File: src/rtl/stage_sequencer.sv
// Stage-strobe sequencer for the multi-cycle LEGv8 datapath: one-hot stage levels,
// Mealy done strobes, memory-ready wait, global stall and early retirement.

module stage_slot #(
  parameter int               CNT_W  = 4,
  parameter int               IDX_W  = 3,
  parameter int               IDX    = 0,
  parameter logic [CNT_W-1:0] BUDGET = '0
) (
  input  logic [IDX_W-1:0] cur_stage,
  input  logic             advance,
  output logic [CNT_W-1:0] load,
  output logic             done
);
  // A zero budget still occupies one cycle.
  localparam logic [CNT_W-1:0] EFF = (BUDGET == '0) ? CNT_W'(1) : BUDGET;

  assign load = EFF - CNT_W'(1);
  assign done = advance && (cur_stage == IDX_W'(IDX));
endmodule

module stage_sequencer #(
  parameter int                          NUM_STAGES   = 5,
  parameter int                          CNT_W        = 4,
  parameter logic [NUM_STAGES*CNT_W-1:0] STAGE_CYCLES = 20'h11111,
  parameter int                          MEM_STAGE    = 3,
  localparam int                         IDX_W        = $clog2(NUM_STAGES)
) (
  input  logic                  clk,
  input  logic                  reset,
  input  logic                  run,
  input  logic                  stall,
  input  logic                  mem_ready,
  input  logic                  skip_rest,
  output logic [NUM_STAGES-1:0] stage_active,
  output logic [IDX_W-1:0]      cur_stage,
  output logic [NUM_STAGES-1:0] stage_done,
  output logic                  instr_done,
  output logic                  busy,
  output logic [31:0]           instr_count
);
  typedef enum logic {IDLE, RUN} state_t;

  state_t                               state;
  logic [CNT_W-1:0]                     cnt;
  logic [NUM_STAGES-1:0][CNT_W-1:0]     load;
  logic                                 mem_ok, advance, last;
  logic [IDX_W-1:0]                     nxt_stage;

  assign mem_ok     = (cur_stage != IDX_W'(MEM_STAGE)) || mem_ready;
  assign advance    = (state == RUN) && !stall && (cnt == '0) && mem_ok;
  assign last       = (cur_stage == IDX_W'(NUM_STAGES-1)) || skip_rest;
  assign instr_done = advance && last;
  assign nxt_stage  = cur_stage + IDX_W'(1);

  for (genvar i = 0; i < NUM_STAGES; i++) begin : g_slot
    stage_slot #(
      .CNT_W (CNT_W),
      .IDX_W (IDX_W),
      .IDX   (i),
      .BUDGET(STAGE_CYCLES[i*CNT_W +: CNT_W])
    ) u_slot (
      .cur_stage(cur_stage),
      .advance  (advance),
      .load     (load[i]),
      .done     (stage_done[i])
    );
  end

  always_ff @(posedge clk or negedge reset) begin
    if (!reset) begin
      state        <= IDLE;
      cur_stage    <= '0;
      cnt          <= '0;
      instr_count  <= '0;
      stage_active <= '0;
      busy         <= 1'b0;
    end else begin
      case (state)
        IDLE: if (run) begin
          state        <= RUN;
          cur_stage    <= '0;
          cnt          <= load[0];
          stage_active <= NUM_STAGES'(1);
          busy         <= 1'b1;
        end
        RUN: if (!stall) begin
          if (cnt != '0) begin
            cnt <= cnt - CNT_W'(1);
          end else if (advance) begin
            if (last) begin
              instr_count <= instr_count + 32'd1;
              // Back-to-back instructions restart at stage 0 with no bubble.
              if (run) begin
                cur_stage    <= '0;
                cnt          <= load[0];
                stage_active <= NUM_STAGES'(1);
              end else begin
                state        <= IDLE;
                cur_stage    <= '0;
                cnt          <= '0;
                stage_active <= '0;
                busy         <= 1'b0;
              end
            end else begin
              cur_stage    <= nxt_stage;
              cnt          <= load[nxt_stage];
              stage_active <= stage_active << 1;
            end
          end
        end
        default: state <= IDLE;
      endcase
    end
  end
endmodule

File: config.mk
export PLATFORM = sky130hd
export DESIGN_NAME = stage_sequencer
export DESIGN_NICKNAME = d
export VERILOG_FILES = /design/src/rtl/stage_sequencer.sv
export SDC_FILE = /design/constraint.sdc
export NUM_CORES = 1
export LEC_CHECK = 0
export CAP_MARGIN = 20
export CORE_ASPECT_RATIO = 0.6
export CORE_MARGIN = 10
export CORE_UTILIZATION = 45
export CTS_CLUSTER_DIAMETER = 50
export DETAILED_ROUTE_END_ITERATION = 7
export MAX_ROUTING_LAYER = met4
export PLACE_DENSITY = 0.85
export RECOVER_POWER = 50
export SKIP_CTS_REPAIR_TIMING = 1
export SYNTH_ARGS = -nofsm -noshare
export SYNTH_HDL_FRONTEND = slang
export SYNTH_SLANG_ARGS = --single-unit
export TNS_END_PERCENT = 1
File: constraint.sdc
create_clock -name clk -period 2.15 [get_ports clk]
set_clock_uncertainty 0.2 [all_clocks]
set_input_delay 0.645 -clock clk [delete_from_list [all_inputs] [get_ports clk]]
set_output_delay 0.645 -clock clk [all_outputs]
set_load 0.05 [all_outputs]
==> results list <==
* Outcome: complete, but fails checks
- The final reports fail on negative setup slack.
* CTS tree: built
* Combinational family with the most area after synthesis: simple AND/OR/NAND/NOR gates
* Final critical-path required period: 2.72 ns
- Die Width: around 110 µm
* Number of rows in the core area: 19
- Setup repair after global routing could not meet its margin everywhere.
- Die height: between 70 and 80 µm
- The total overflow left after global routing is 0.
- Total detailed-routing wirelength: approximately 7.1 mm
- Cell at the root of the clock tree: clkbuf_8
* RD Place Congestion: 0.826
* Placed cell areas: about 3500 µm²
* Number of remaining DRC errors: 0
- Maxcap violations: 0
- Detail Route Antenna Nets: 0
* Clk Latency, worst-skew pair: 0.31 ns
- Of the total synthesized cell area, the portion taken by AND, OR, NAND and NOR gates is 0.243.
- Dividing total power by cell area gives a power density of about 720 nW/µm².
* Kind of cell with the highest combined delay on the critical path: simple AND/OR/NAND/NOR gates
- Final hold violation count: 0
- CTS built an H-tree with a depth of 2.
* Arrival time reported for the critical path endpoint: 1.87 ns
- Compound-gate portion of the synthesized area: 0.0301
- Floorplan die area: 8300 µm²
- The clock passes through at most 2 buffers.
* Final cell count without fillers: between 300 and 400
- Entering global routing, the biggest net connects between 40 and 50 pins.
- The worst setup path is of the reg -> out kind.
- Clock-pin slew of the registers on the worst-case setup and hold paths: approximately 0.09 ns
- Core Region: 4680 µm²
* Transition time at the pin with the least slew margin: between 1 and 1.5 ns
- The synthesized design contains 46 register bits.
* Syn. warnings: 0
- Overall Power: roughly 2.7 mW
- Cell-by-cell listing of the critical path: inv_2 -> ha_4 -> nor3b_4 -> nand3_4 -> nor2_4 -> and2_4 -> buf_12
- Mapped cell area: approximately 2200 µm²
* Fraction of synthesized area in multiplexers: 0.00502
- Synthesized area divided by synthesized cell count: ~11 µm²
* Number of buffers added on ports: 52
- Setup violations remaining at the end of the flow were counted as 34.
* Worst slew margin relative to its limit: 0.260
- Share of post-route cells with drive strength above 1: 0.429
- Final cell area excluding filler cells: ~3700 µm²
- Vias in the first global route: just over 2000
- For the worst setup path, the data required time is between 1 and 1.5 ns.
- Sum of negative setup slack: -8.27 ns
* N_diodes: 0
- Along the worst path, the maximum fanout reaches 4.
- The first global-routing pass estimated about 11 mm of wire.
- HPWL reported at the end of detailed placement: ~5 mm
- Across every metal layer, demand over resource in global routing totals 0.161.
- Clock tree synthesis inserted a total of 5 buffers.
* Final WS setup: -0.568 ns
- STA classifies the critical path endpoint as an output pin.
- The number of antenna violations at the first check in global routing came to 0.
* Final Net Count: roughly 320
- Placed cell count: 360
* Distinct cells, synth: 34
* Final period util: 1.26
- For this block, the initial DRC count from the detailed router was between 80 and 90.
- IR analysis of the VDD net gives a maximum drop of 939 µV.
- The clock drives between 40 and 50 sinks.
- The largest individual stage delay along the critical path comes from the cell dfrtp_1.
* Fraction of the mapped netlist area in adder cells: 0.0446
* Max Slew Vio Count: 0
* Tightest Hold Check Type: reg -> reg
- Counting every net in the synthesized netlist gives 226.
- Mapped Cells: approximately 210
- Sequential share of the synthesized area: 0.513
- Number of ports placed on the die boundary: 53
* Synthesized-area fraction occupied by xor and xnor cells: 0.129
* Peak per-stage delay on the critical path: about 0.42 ns
- Drt first pass iters: 4
- In the final routed layout, each cell accounts on average for 19.1 µm.
- Timing would allow up to ~0.37 GHz.
* Leakage: 1.81 nW
- Initial core utilization: 0.479
* Layout-stage area growth over the synthesis result: 65.7%
- DR vias: about 2000
- Startpoint type of the worst setup path: flip-flop
- In the routed layout, each cell is associated on average with a via count of roughly 5.3.
- WP buf/inv: 2
metrics by stage:
step	util	setup WS [ns]	hold WS, ns
finish	0.793	-0.568	0.278
global route	0.793	-0.642	0.302
CTS	0.777	-0.641	0.110
detailed placement	0.754	-0.634	0.273
global placement	0.754	-0.555	0.264
floorplan	-	-0.210	0.149
final cells by class:
cell class              count  area (µm²)
clock buffers               5        68.8
clock inverters             3        40.0
fillers                   242         967
inverters                  10        40.0
multi-input cells         150        1120
flip-flops and latches     46        1150
well taps                  63        78.8
repair buffers             96        1220
synthesized netlist by cell type, drive strengths merged:
master | instances | share of area
o21ai | 6 | 0.013
nor3b | 1 | 0.0056
nor3 | 3 | 0.0067
or3b | 1 | 0.0039
and2 | 3 | 0.0084
inv | 10 | 0.017
xor2 | 10 | 0.039
or2 | 1 | 0.0028
nor4 | 3 | 0.022
clkbuf | 1 | 0.0017
nand4 | 9 | 0.031
a21oi | 3 | 0.0067
nor2 | 15 | 0.025
nand2 | 27 | 0.045
nand2b | 1 | 0.0028
xnor2 | 23 | 0.090
and3 | 6 | 0.017
o31ai | 1 | 0.0033
nand3 | 19 | 0.045
mux2 | 1 | 0.0050
buf | 5 | 0.017
ha | 8 | 0.045
and2b | 1 | 0.0033
a21o | 1 | 0.0033
or3 | 2 | 0.010
dfrtp | 46 | 0.51
and4 | 3 | 0.012
a21boi | 1 | 0.0033
nand3b | 1 | 0.0033
worst register-to-register path: stages, from the launching register on:
cell,delay [ns]
dfrtp_1,0.42
inv_2,0.11
ha_4,0.14
nor3b_4,0.27
nand3_4,0.15
buf_6,0.15
buf_8,0.12
nor4_4,0.26
buf_4,0.19
nand3_1,0.11
xnor2_1,0.22
logic make-up (layout without fill, tap and decap cells):
| kind of cell | Yosys count | after routing |
|---|---|---|
| AO/OA/AOI/OAI | 12 | 12 |
| flip-flops | 46 | 46 |
| AND/OR/NAND/NOR | 96 | 96 |
| adder cells (fa/ha/maj) | 8 | 8 |
| buffers and inverters | 16 | 114 |
| multiplexers | 1 | 1 |
| XOR/XNOR | 33 | 33 |
where the power goes:
| group | internal [mW] | total [mW] | switching (mW) |
|---|---|---|---|
| Sequential | 0.934 | 1.01 | 0.0767 |
| Combinational | 0.458 | 1.01 | 0.553 |
| Clock | 0.342 | 0.648 | 0.306 |
| Total | 1.73 | 2.67 | 0.935 |
final timing paths:
check,startpoint,to,slack [ns],cells after the start
min,instr_count[31]$_DFFE_PN0P_,instr_count[31]$_DFFE_PN0P_,0.28,1
min reg2reg,instr_count[31]$_DFFE_PN0P_,instr_count[31]$_DFFE_PN0P_,0.28,1
max,cnt[0]$_DFFE_PN0P_,stage_done[1],-0.57,7
min in group asynchronous,reset,instr_count[30]$_DFFE_PN0P_,0.41,2
max in group asynchronous,reset,cur_stage[0]$_DFFE_PN0P_,0.58,2
max reg2reg,cnt[0]$_DFFE_PN0P_,instr_count[28]$_DFFE_PN0P_,-0.28,10
state kept, by name (all words and copies together), names as in the netlist:
signal,cells
busy,1
cnt,4
cur_stage,3
instr_count,32
stage_active,5
state,1
layer usage:
metal | GRT usage | up-vias | part of all wire
li1 | - | 905 | -
met1 | 0.195 | 988 | 0.41
met2 | 0.263 | 79 | 0.48
met3 | 0.0413 | 15 | 0.070
met4 | 0.0511 | 0 | 0.032
met5 | - | - | 0
layout by cell type, fill, tap and decap left out, types with 6 or more instances in the layout:
master    instances
dfrtp_1          43
buf_4            43
buf_12           38
nand2_1          26
xnor2_1          23
nand3_1          17
nor2_1           12
xor2_1           10
nand4_1           7
inv_1             6
and3_1            6
clkbuf_2          6
Power figures use the tool's default switching activity.
